## src/rtl/barrel_rotator_pkg.sv

```systemverilog
// Shared definitions for the barrel rotator: direction encoding and parameter sanity helpers.
package barrel_rotator_pkg;

    localparam logic DIR_RIGHT = 1'b0;
    localparam logic DIR_LEFT  = 1'b1;

    // True when w is a power of two and at least 2.
    function automatic bit is_pow2_ge2(input int w);
        return (w >= 2) && ((w & (w - 1)) == 0);
    endfunction

endpackage

```

## src/rtl/barrel_rotator_stage.sv

```systemverilog
// One rotate stage: rotates by the fixed distance DIST in the selected direction when enabled, else passes through.
// Purely combinational, zero latency, no flow control.
module barrel_rotator_stage
    import barrel_rotator_pkg::*;
#(
    parameter int WIDTH = 32,
    parameter int DIST  = 1
) (
    input  logic [WIDTH-1:0] in,
    input  logic             enable,
    input  logic             direction,
    output logic [WIDTH-1:0] out
);

    logic [WIDTH-1:0] rot_right;
    logic [WIDTH-1:0] rot_left;

    // DIST is always strictly less than WIDTH, so both slices are non-empty.
    assign rot_right = {in[DIST-1:0], in[WIDTH-1:DIST]};
    assign rot_left  = {in[WIDTH-DIST-1:0], in[WIDTH-1:WIDTH-DIST]};

    always_comb begin
        out = in;
        if (enable) begin
            case (direction)
                DIR_RIGHT: out = rot_right;
                DIR_LEFT:  out = rot_left;
                default:   out = in;
            endcase
        end
    end

endmodule

```

## src/rtl/barrel_rotator.sv

```systemverilog
// Registered WIDTH-bit barrel rotator (left/right by 0..WIDTH-1); 1-cycle latency.
// No backpressure: accepts one word per clock whenever in_valid is high.
module barrel_rotator
    import barrel_rotator_pkg::*;
#(
    parameter int WIDTH   = 32,
    parameter int SHIFT_W = $clog2(WIDTH)
) (
    input  logic               clk,
    input  logic               rst,
    input  logic [WIDTH-1:0]   data_in,
    input  logic [SHIFT_W-1:0] shift_amount,
    input  logic               direction,
    input  logic               in_valid,
    output logic [WIDTH-1:0]   data_out,
    output logic               out_valid
);

    if (!is_pow2_ge2(WIDTH) || (SHIFT_W != $clog2(WIDTH))) begin : g_bad_params
        $error("barrel_rotator: WIDTH must be a power of two >= 2 and SHIFT_W = clog2(WIDTH)");
    end

    logic [WIDTH-1:0] stage_dat [SHIFT_W+1];

    assign stage_dat[0] = data_in;

    // Stage i rotates by 2**i; the cascade composes any distance 0..WIDTH-1.
    for (genvar i = 0; i < SHIFT_W; i++) begin : g_stage
        barrel_rotator_stage #(
            .WIDTH (WIDTH),
            .DIST  (1 << i)
        ) u_stage (
            .in        (stage_dat[i]),
            .enable    (shift_amount[i]),
            .direction (direction),
            .out       (stage_dat[i+1])
        );
    end

    always_ff @(posedge clk) begin
        if (rst) begin
            data_out  <= '0;
            out_valid <= 1'b0;
        end else begin
            out_valid <= in_valid;
            if (in_valid) begin
                data_out <= stage_dat[SHIFT_W];
            end
        end
    end

endmodule

```

## config.mk

```make
export PLATFORM = sky130hd
export DESIGN_NAME = barrel_rotator
export DESIGN_NICKNAME = d
export VERILOG_FILES = /design/src/rtl/barrel_rotator_pkg.sv /design/src/rtl/barrel_rotator_stage.sv /design/src/rtl/barrel_rotator.sv
export SDC_FILE = /design/constraint.sdc
export NUM_CORES = 1
export LEC_CHECK = 0
export ABC_AREA = 1
export BUFFER_PORTS_ARGS = -buffer_cell sky130_fd_sc_hd__buf_4
export CORE_ASPECT_RATIO = 1.2
export CORE_MARGIN = 2
export CORE_UTILIZATION = 30
export CTS_BUF_LIST = sky130_fd_sc_hd__clkbuf_4
export DETAILED_ROUTE_END_ITERATION = 8
export MAX_ROUTING_LAYER = met4
export PLACE_DENSITY = 0.5
export SLEW_MARGIN = 20
export SYNTH_ARGS = -nofsm -noshare
export SYNTH_HDL_FRONTEND = slang
export SYNTH_SLANG_ARGS = --single-unit
```

## constraint.sdc

```tcl
create_clock -name clk -period 1.65 [get_ports clk]
set_input_delay 0.165 -clock clk [delete_from_list [all_inputs] [get_ports clk]]
set_output_delay 0.165 -clock clk [all_outputs]
set_load 0.005 [all_outputs]
```

==> Word level (Yosys, flattened, before mapping) <==
Index checks and enable logic that the tools add are counted.
{ "classes": {"mux": 9, "n_bitwise": 1} }
{ "ops": {"columns": ["cell", "count"], "rows": [
  ["32-bit case mux with 2 select lines", 4],
  ["32-bit two-way mux", 5],
  ["1-bit inverter", 1]
]} }
{ "word_totals": {"reg_bits": 33, "in_bits": 41, "output_inout_bits": 33, "word_cells": 12} }

==> Logic depth before layout (Yosys ltp) <==
Gate-level depths: netlist of the first run.
{ "depth": {"depth_word": 10, "depth_mapped": 16, "ltp_nobuf": 15} }

==> Cells and area by module <==
Synthesis of the first run repeated with hierarchy kept, for this count alone.
{ "hier_totals": {"cells_unflattened": 1142, "hier_area_um2": 5372.7} }
{ "modules_own_cells": {"columns": ["mod", "n_inst", "cells_each", "area_per_inst_um2"], "rows": [
  ["barrel_rotator_stage (g_stage[0].u_stage ...)", 4, 208, 880.8],
  ["barrel_rotator", 1, 206, 1352.5],
  ["barrel_rotator_stage (g_stage[4].u_stage)", 1, 104, 496.7]
]} }

==> Least setup slack after synthesis of the first run <==
OpenSTA, ideal clock, no wires.
{ "synth_path": {"path_kind": "input to register", "startpoint": "input port shift_amount[0]", "endpoint": "register data_out[0]", "setup_ps": 132, "t_arrival_ps": 1438, "required_ps": 1518, "path_slack_ps": 80, "cell_stages": 13, "n_path_buf": 2, "path_cell_list": "buf_6 buf_6 or2_2 nand3_1 nand3_1 nand3_1 nand3_1 nand3_1 nand2_1 nand2_1 nand3_1 nand3_1 a21oi_1"} }
{ "synth_via": {"elab_chain_len": 8} }
{ "synth_lines": {"columns": ["element", "line_no", "source"], "rows": [
  ["start, declared", "barrel_rotator.sv:12", "input logic [SHIFT_W-1:0] shift_amount,"],
  ["32-bit two-way mux *", "barrel_rotator_stage.sv:24", "if (enable) begin"],
  ["32-bit case mux with 2 select lines", "barrel_rotator_stage.sv:25", "case (direction)"],
  ["32-bit two-way mux *", "barrel_rotator_stage.sv:24", null],
  ["32-bit case mux with 2 select lines", "barrel_rotator_stage.sv:25", null],
  ["32-bit two-way mux *", "barrel_rotator_stage.sv:24", null],
  ["32-bit case mux with 2 select lines", "barrel_rotator_stage.sv:25", null],
  ["32-bit two-way mux * (2 in a row)", "barrel_rotator_stage.sv:24", null],
  ["end signal, assigned", "barrel_rotator.sv:47", "data_out <= stage_dat[SHIFT_W];"],
  ["end, declared", "barrel_rotator.sv:15", "output logic [WIDTH-1:0] data_out,"]
]} }
Every way passes the cells marked *; elsewhere a longest branch is shown, timed or not.
A chain may end at the register's enable or synchronous reset.

==> Final worst setup path of the first run <==
{ "layout_path": {"startpoint": "input port direction", "endpoint": "register data_out[18]"} }
{ "layout_via": {"elab_chain_len": 10} }
{ "layout_lines": {"columns": ["element", "line_no", "source"], "rows": [
  ["start, declared", "barrel_rotator.sv:13", "input logic direction,"],
  ["1-bit inverter", null, null],
  ["32-bit case mux with 2 select lines", "barrel_rotator_stage.sv:25", null],
  ["32-bit two-way mux", "barrel_rotator_stage.sv:24", null],
  ["32-bit case mux with 2 select lines", "barrel_rotator_stage.sv:25", null],
  ["32-bit two-way mux", "barrel_rotator_stage.sv:24", null],
  ["32-bit case mux with 2 select lines", "barrel_rotator_stage.sv:25", null],
  ["32-bit two-way mux", "barrel_rotator_stage.sv:24", null],
  ["32-bit case mux with 2 select lines", "barrel_rotator_stage.sv:25", null],
  ["32-bit two-way mux * (2 in a row)", "barrel_rotator_stage.sv:24", null]
]} }
Marked as above.

==> metrics.yaml, run 1 <==
floorplanning:
  start_util_pct: 30.6
  ios: 74
  die_area_sq_um: 16900
  coreArea_sq_um: 15600
  die_h_um: 142
  die_x_um: 119
  rows: 50
pwr:
  p_seq_share_pct: 26.9
  p_leak_nw: 3.02
  p_per_area_nw_per_um2: 542
  clkPwrFrac_pct: 17.9
  p_sw_mw: 1.43
  swShare_pct: 43.0
  combPwrFrac_pct: 55.1
  finalPower_mw: 3.34
  power.internal_mw: 1.90
  peakVddDrop_uv: 214
yosys:
  syn-num-nets: 943
  synth_area_sq_um: 4760
  ys_ff_latch: 33
  synthDistinctLibCells: 16
  synthCells: 902
  ys_seq_area_share_pct: 13.9
  synth-warning-count: 0
  yosysTopAreaCell: "nand3_1"
  yosys-top-cells-area: "nand3_1, nand2_1, dfxtp_1"
  avgSynthCellArea_sq_um: 5.28
  synth_top_area_share_pct: 41.3
outcome:
  status: "finished clean"
clock_tree:
  htree_levels: 2
  numClockSinks: 33
  holdBufCountCts: 0
  clk_pin_slew_ns: 0.11
  tritoncts: "done"
  clk_latency_ns: 0.35
  cts_root_buf: "clkbuf_4"
  cts_max_path_buffers: 2
  cts_buffers: 5
critical_path:
  critPathMaxFanout: 12
  r2r-start: "data_out[14]$_SDFFE_PP0P_"
  r2r_end: "data_out[14]$_SDFFE_PP0P_"
  cp-endpoint: "data_out[18]$_SDFFE_PP0P_"
  critPathArrivalTime_ns: 1.83
  start_kind: "input pin"
  path_class: "input pin to flop"
  worstRegToRegCells: 2
  critPathCaptureType: "flop"
  cp-startpoint: "direction"
  worstPathRequired_ns: 1.94
  rrSetupSlack_ns: 1.00
detailed_routing:
  avgViaCountPerCell: 5.31
  vias: 6250
  ant_nets: 0
  drc: 0
  post_drt_wl_per_cell_um: 15.2
  first_iter_violations: 530
  dr.pass1.iters: 6
  finalWirelength_mm: 17.8
timing:
  slew_viol_final: 0
  rsz0062_at_grt: "yes"
  setup_tns_ns: 0
  hold_viol_final: 0
  min_period_over_period_pct: 93.3
  clock_skew_ns: 0
  post-route-worst-setup-slack_ns: 0.110
  relSlewSlack_pct: 75.2
  fmax_mhz: 649
  min_period_ns: 1.54
  setup_viol: 0
  worstMarginPinSlew_ns: 0.372
placement:
  post_dp_cell_area_sq_um: 5680
  gp_congestion: 0.959
  dpl_worst_slack_ns: -0.381
  post-dp-hpwl_mm: 13.8
  dp.cells: 1163
  numPortBuffers: 73
global_route:
  grt_pass1_wl_mm: 29.0
  grt_pass1_vias: 5391
  grt.total_usage_pct: 21.3
  grt_max_degree: 55
  antenna_found_initial: 1
  overflow: 0
flow_run:
  drv_cap: 0
cells_and_area:
  multi_input_area_sq_um: 3940
  final_common_cell: "nand3_1"
  register_area_sq_um: 661
  fillers: 1779
  final_cell_count_no_fill: 1176
  final_layout_size_suffix_gt1_share_pct: 23.7
  fin_nets: 1007
  fin_area_sq_um: 6150
  area_growth_pct: 29.2
  final_cell_mix: "nand3_1, nand2_1, buf_4"
min_path:
  worst_hold_path_type: "input pin to flop"
## layout make-up
cell class	count	area share, %
clock inverters	3	0.671
clock buffers	5	0.610
inverters	9	0.630
diodes	1	0.0407
repair buffers	131	19.2
multi-input cells	786	63.9
well taps	208	4.23
flip-flops and latches	33	10.7
## worst min path at each step
stage               cells after the start                         to                      start  slack [ns]
finish                                  2       out_valid$_SDFF_PP0_                        rst        0.20
detailed placement                      2  data_out[23]$_SDFFE_PP0P_  data_out[23]$_SDFFE_PP0P_        0.46
floorplan                               2  data_out[22]$_SDFFE_PP0P_                        rst        0.43
global placement                        2  data_out[29]$_SDFFE_PP0P_  data_out[29]$_SDFFE_PP0P_        0.45
CTS                                     2       out_valid$_SDFF_PP0_                        rst        0.19
global route                            2       out_valid$_SDFF_PP0_                        rst        0.21
## power by group through the flow
stage,clock [mW],combinational (mW),sequential (mW)
floorplan,0,1.13,0.916
global placement,0,1.70,0.919
detailed placement,0,1.71,0.918
CTS,0.612,1.71,0.900
global route,0.648,2.06,0.907
finish,0.599,1.84,0.899
## flip-flops by register name, summed over array words and instances, names as in the netlist
| name | cells |
|---|---|
| out_valid | 1 |
| data_out | 32 |
## per-layer routing
metal	wire, um	part of all wire [%]	GRT usage [%]
met2	7800	44	30.3
met1	8770	49	31.9
met5	0	0	-
met3	990	5.6	1.48
met4	269	1.5	6.14
## synthesized netlist by cell type (all sizes together)
cell    instances
inv             9
nand2         310
clkbuf         25
dfxtp          33
a21oi          32
nor2            1
o211ai          3
or2            30
buf            49
nand3         410
## critical path: stages
cell and delay (ns):
buf_4 0.16, inv_6 0.10, clkbuf_16 0.16, nand2_1 0.05, nand3_1 0.11, nand2_1 0.11, nand2_1 0.18, nand3_1 0.11
nand3_1 0.14, nand3_1 0.09, nand2_1 0.07, nand2_1 0.06, nand3_1 0.09, nand3_1 0.09, a21oi_1 0.14
## stage by stage
stage / hold WS [ns] / utilization [%]
6_report: 0.198 / 39.5
5_1_grt: 0.213 / 39.5
4_1_cts: 0.186 / 37.0
3_5_place_dp: 0.457 / 36.5
3_3_place_gp: 0.455 / 36.5
2_1_floorplan: 0.425 / -
## timing repair
| action | CTS | global route |
|---|---|---|
| setup buffers | 0 | 1 |
| endpoints found under the setup margin | 0 | 32 |
| gates resized for setup | 0 | 68 |
## kinds of logic after synthesis
group	Yosys count	share of synthesized area [%]
buf+inv	83	8.98
flops	33	13.9
simple gates	751	73.3
compound gates	35	3.83
(Power assumes the default switching activity.)
==> inputs of run 2 (changes only) <==
- BUFFER_PORTS_ARGS: -buffer_cell sky130_fd_sc_hd__buf_4 -> -buffer_cell sky130_fd_sc_hd__clkbuf_2
==> metrics.yaml, run 2 (synthesized netlist as in run 1, its figures left out) <==
outcome:
  status: "finished clean"
pwr:
  peakVddDrop_uv: 207  # -3.3%
  power.internal_mw: 1.75  # -8.1%
  p_per_area_nw_per_um2: 508  # -6.3%
  combPwrFrac_pct: 59.1  # +4.0 points
  p_leak_nw: 3.13  # +3.5%
  clkPwrFrac_pct: 13.1  # -4.8 points
  p_sw_mw: 1.48  # +3.2%
  swShare_pct: 45.8  # +2.9 points
  p_seq_share_pct: 27.8  # +0.9 points
placement:
  post_dp_cell_area_sq_um: 5550  # -2.3%
  post-dp-hpwl_mm: 13.8  # about the same
  numPortBuffers: 73  # unchanged
  gp_congestion: 0.932  # -2.8%
critical_path:
  cp_top_family: "simple AND/OR/NAND/NOR gates"
  critPathMaxStageDelay_ns: 0.26  # +0.08 ns
  critPathCaptureType: "flop"
  crit_buf_inv: 2  # -1
  critPathArrivalTime_ns: 1.76  # -0.07 ns
  crit_chain: "buf_6, clkbuf_16, or2_1, nand3_1, nand3_2, nand3_1, nand3_1, nand3_1, nand3_2, nand3_1, nand2_1, nand2_1, a21oi_1"
  worstPathRequired_ns: 1.85  # -0.09 ns
  slowest_stage: "or2_1"
  cp.depth: 13  # -2
  path_class: "input pin to flop"
  crit_top_cell: "nand3_1"
  critPathMaxFanout: 16  # +4
  worstRegToRegCells: 2  # unchanged
  start_kind: "input pin"
clock_tree:
  htree_levels: 2  # unchanged
  cts_root_buf: "clkbuf_4"
  holdBufCountCts: 0  # unchanged
  clk_pin_slew_ns: 0.09  # -0.02 ns
  numClockSinks: 33  # unchanged
  clk_latency_ns: 0.33  # -0.02 ns
  tritoncts: "done"
  cts_max_path_buffers: 2  # unchanged
  cts_buffers: 5  # unchanged
min_path:
  hold_path_depth: 4  # +2
  worst_hold_path_type: "input pin to flop"
timing:
  setup_viol: 0  # unchanged
  min_period_over_period_pct: 94.9  # +1.5 points
  relSlewSlack_pct: 55.5  # -20 points
  worstMarginPinSlew_ns: 0.667  # +0.295 ns
  min_period_ns: 1.57  # +0.0254 ns
  fmax_mhz: 639  # -1.6%
  hold_viol_final: 0  # unchanged
  slew_viol_final: 0  # unchanged
  clock_skew_ns: 0  # unchanged
global_route:
  grt_max_degree: 37  # -33%
  top_usage_layer: "met1"
  use_met3_pct: 0.881  # -0.60 points
  grt_pass1_wl_mm: 28.2  # -2.6%
  grt.total_usage_pct: 20.9  # -0.40 points
  grt.met2_usage_pct: 30.8  # +0.48 points
  grt_pass1_vias: 5386  # -0.093%
  grt_use_met1_pct: 31.5  # -0.41 points
  antenna_found_initial: 1  # unchanged
  overflow: 0  # unchanged
floorplanning:
  die_x_um: 119  # unchanged
  die_area_sq_um: 16900  # unchanged
  rows: 50  # unchanged
  start_util_pct: 30.6  # unchanged
  ios: 74  # unchanged
  coreArea_sq_um: 15600  # unchanged
  die_h_um: 142  # unchanged
cells_and_area:
  fin_area_sq_um: 6350  # +3.2%
  area_growth_pct: 33.4
  fin_nets: 1013  # +0.60%
  largest_register_ffs: 32  # unchanged
  top_regs: "data_out x32, out_valid x1"
  regMostFlops: "data_out"
  final_layout_size_suffix_gt1_share_pct: 31.4  # +7.7 points
  final_cell_mix: "nand2_1, nand3_1, nand3_2"
  final_util_pct: 40.8  # +1.3 points
  final_common_cell: "nand2_1"
detailed_routing:
  post_drt_wl_per_cell_um: 15.3  # +1.2%
  first_iter_violations: 522  # -1.5%
  finalWirelength_mm: 18.1  # +1.7%
  ant_nets: 0  # unchanged
  dr.pass1.iters: 5  # -1
  vias: 6289  # +0.62%
  drc: 0  # unchanged
  avgViaCountPerCell: 5.33  # +0.20%
flow_run:
  drv_cap: 0  # unchanged
run 2: cell count changes in the layout (fill, tap and decap cells not counted), moves of 3 or more:
cell / change
nand2_1: -12
clkbuf_2: +71
nand3_2: +56
or2_1: -3
or2_4: +5
nand3_1: -62
a21oi_1: +6
nand2_2: +12
buf_6: +3
buf_4: -67
nand3_4: +6
a21oi_2: -6
run 2: layer usage:
layer	vias to the layer above	wire length (um)
li1	3228	-
met1	2816	8870
met2	224	8010
met3	21	928
met4	0	316
met5	-	0
run 2: repair_timing:
item	in CTS	in global routing
endpoints found under the setup margin	0	32
buffers inserted	0	1
resized for setup	0	146
run 2: metrics by stage:
stage	setup slack, ns	TNS, ns	instances	hold WS, ns	total power [mW]
after floorplan	0.0796	0	902	0.425	2.05
after detailed placement	-0.335	-9.13	1168	0.455	2.57
final	0.0847	0	1181	0.272	3.23
after global routing	-0.0245	-0.0414	1181	0.286	3.49
after CTS	0.0368	0	1175	0.259	3.00
after global placement	-0.298	-8.44	1168	0.454	2.57
run 2: worst paths after layout:
| path | from | end | slack (ns) |
|---|---|---|---|
| setup reg to reg | data_out[8]$_SDFFE_PP0P_ | data_out[8]$_SDFFE_PP0P_ | 1.00 |
| setup / recovery | shift_amount[0] | data_out[20]$_SDFFE_PP0P_ | 0.08 |
| hold / removal | in_valid | out_valid$_SDFF_PP0_ | 0.27 |
| hold reg to reg | data_out[7]$_SDFFE_PP0P_ | data_out[7]$_SDFFE_PP0P_ | 0.47 |
run 2: worst reg2reg max path: stages (launching register included):
cell and delay [ns]:
dfxtp_1 0.37, nand2_1 0.07, a21oi_1 0.13
run 2: power groups by stage:
stage               Clock, mW  Sequential, mW  Combinational [mW]
floorplan                   0           0.916                1.13
global placement            0           0.916                1.65
detailed placement          0           0.916                1.66
CTS                     0.437           0.898                1.66
global route            0.471           0.906                2.12
finish                  0.422           0.897                1.91
run 2: area by class of cell:
type,instances,area [sq um]
Antenna cell,1,2.50
Clock buffer,6,45.0
Clock inverter,1,3.75
Fill cell,1753,9220
Inverter,9,36.3
Multi-Input combinational cell,786,4310
Sequential cell,33,661
Tap cell,208,260
Timing Repair Buffer,137,1030
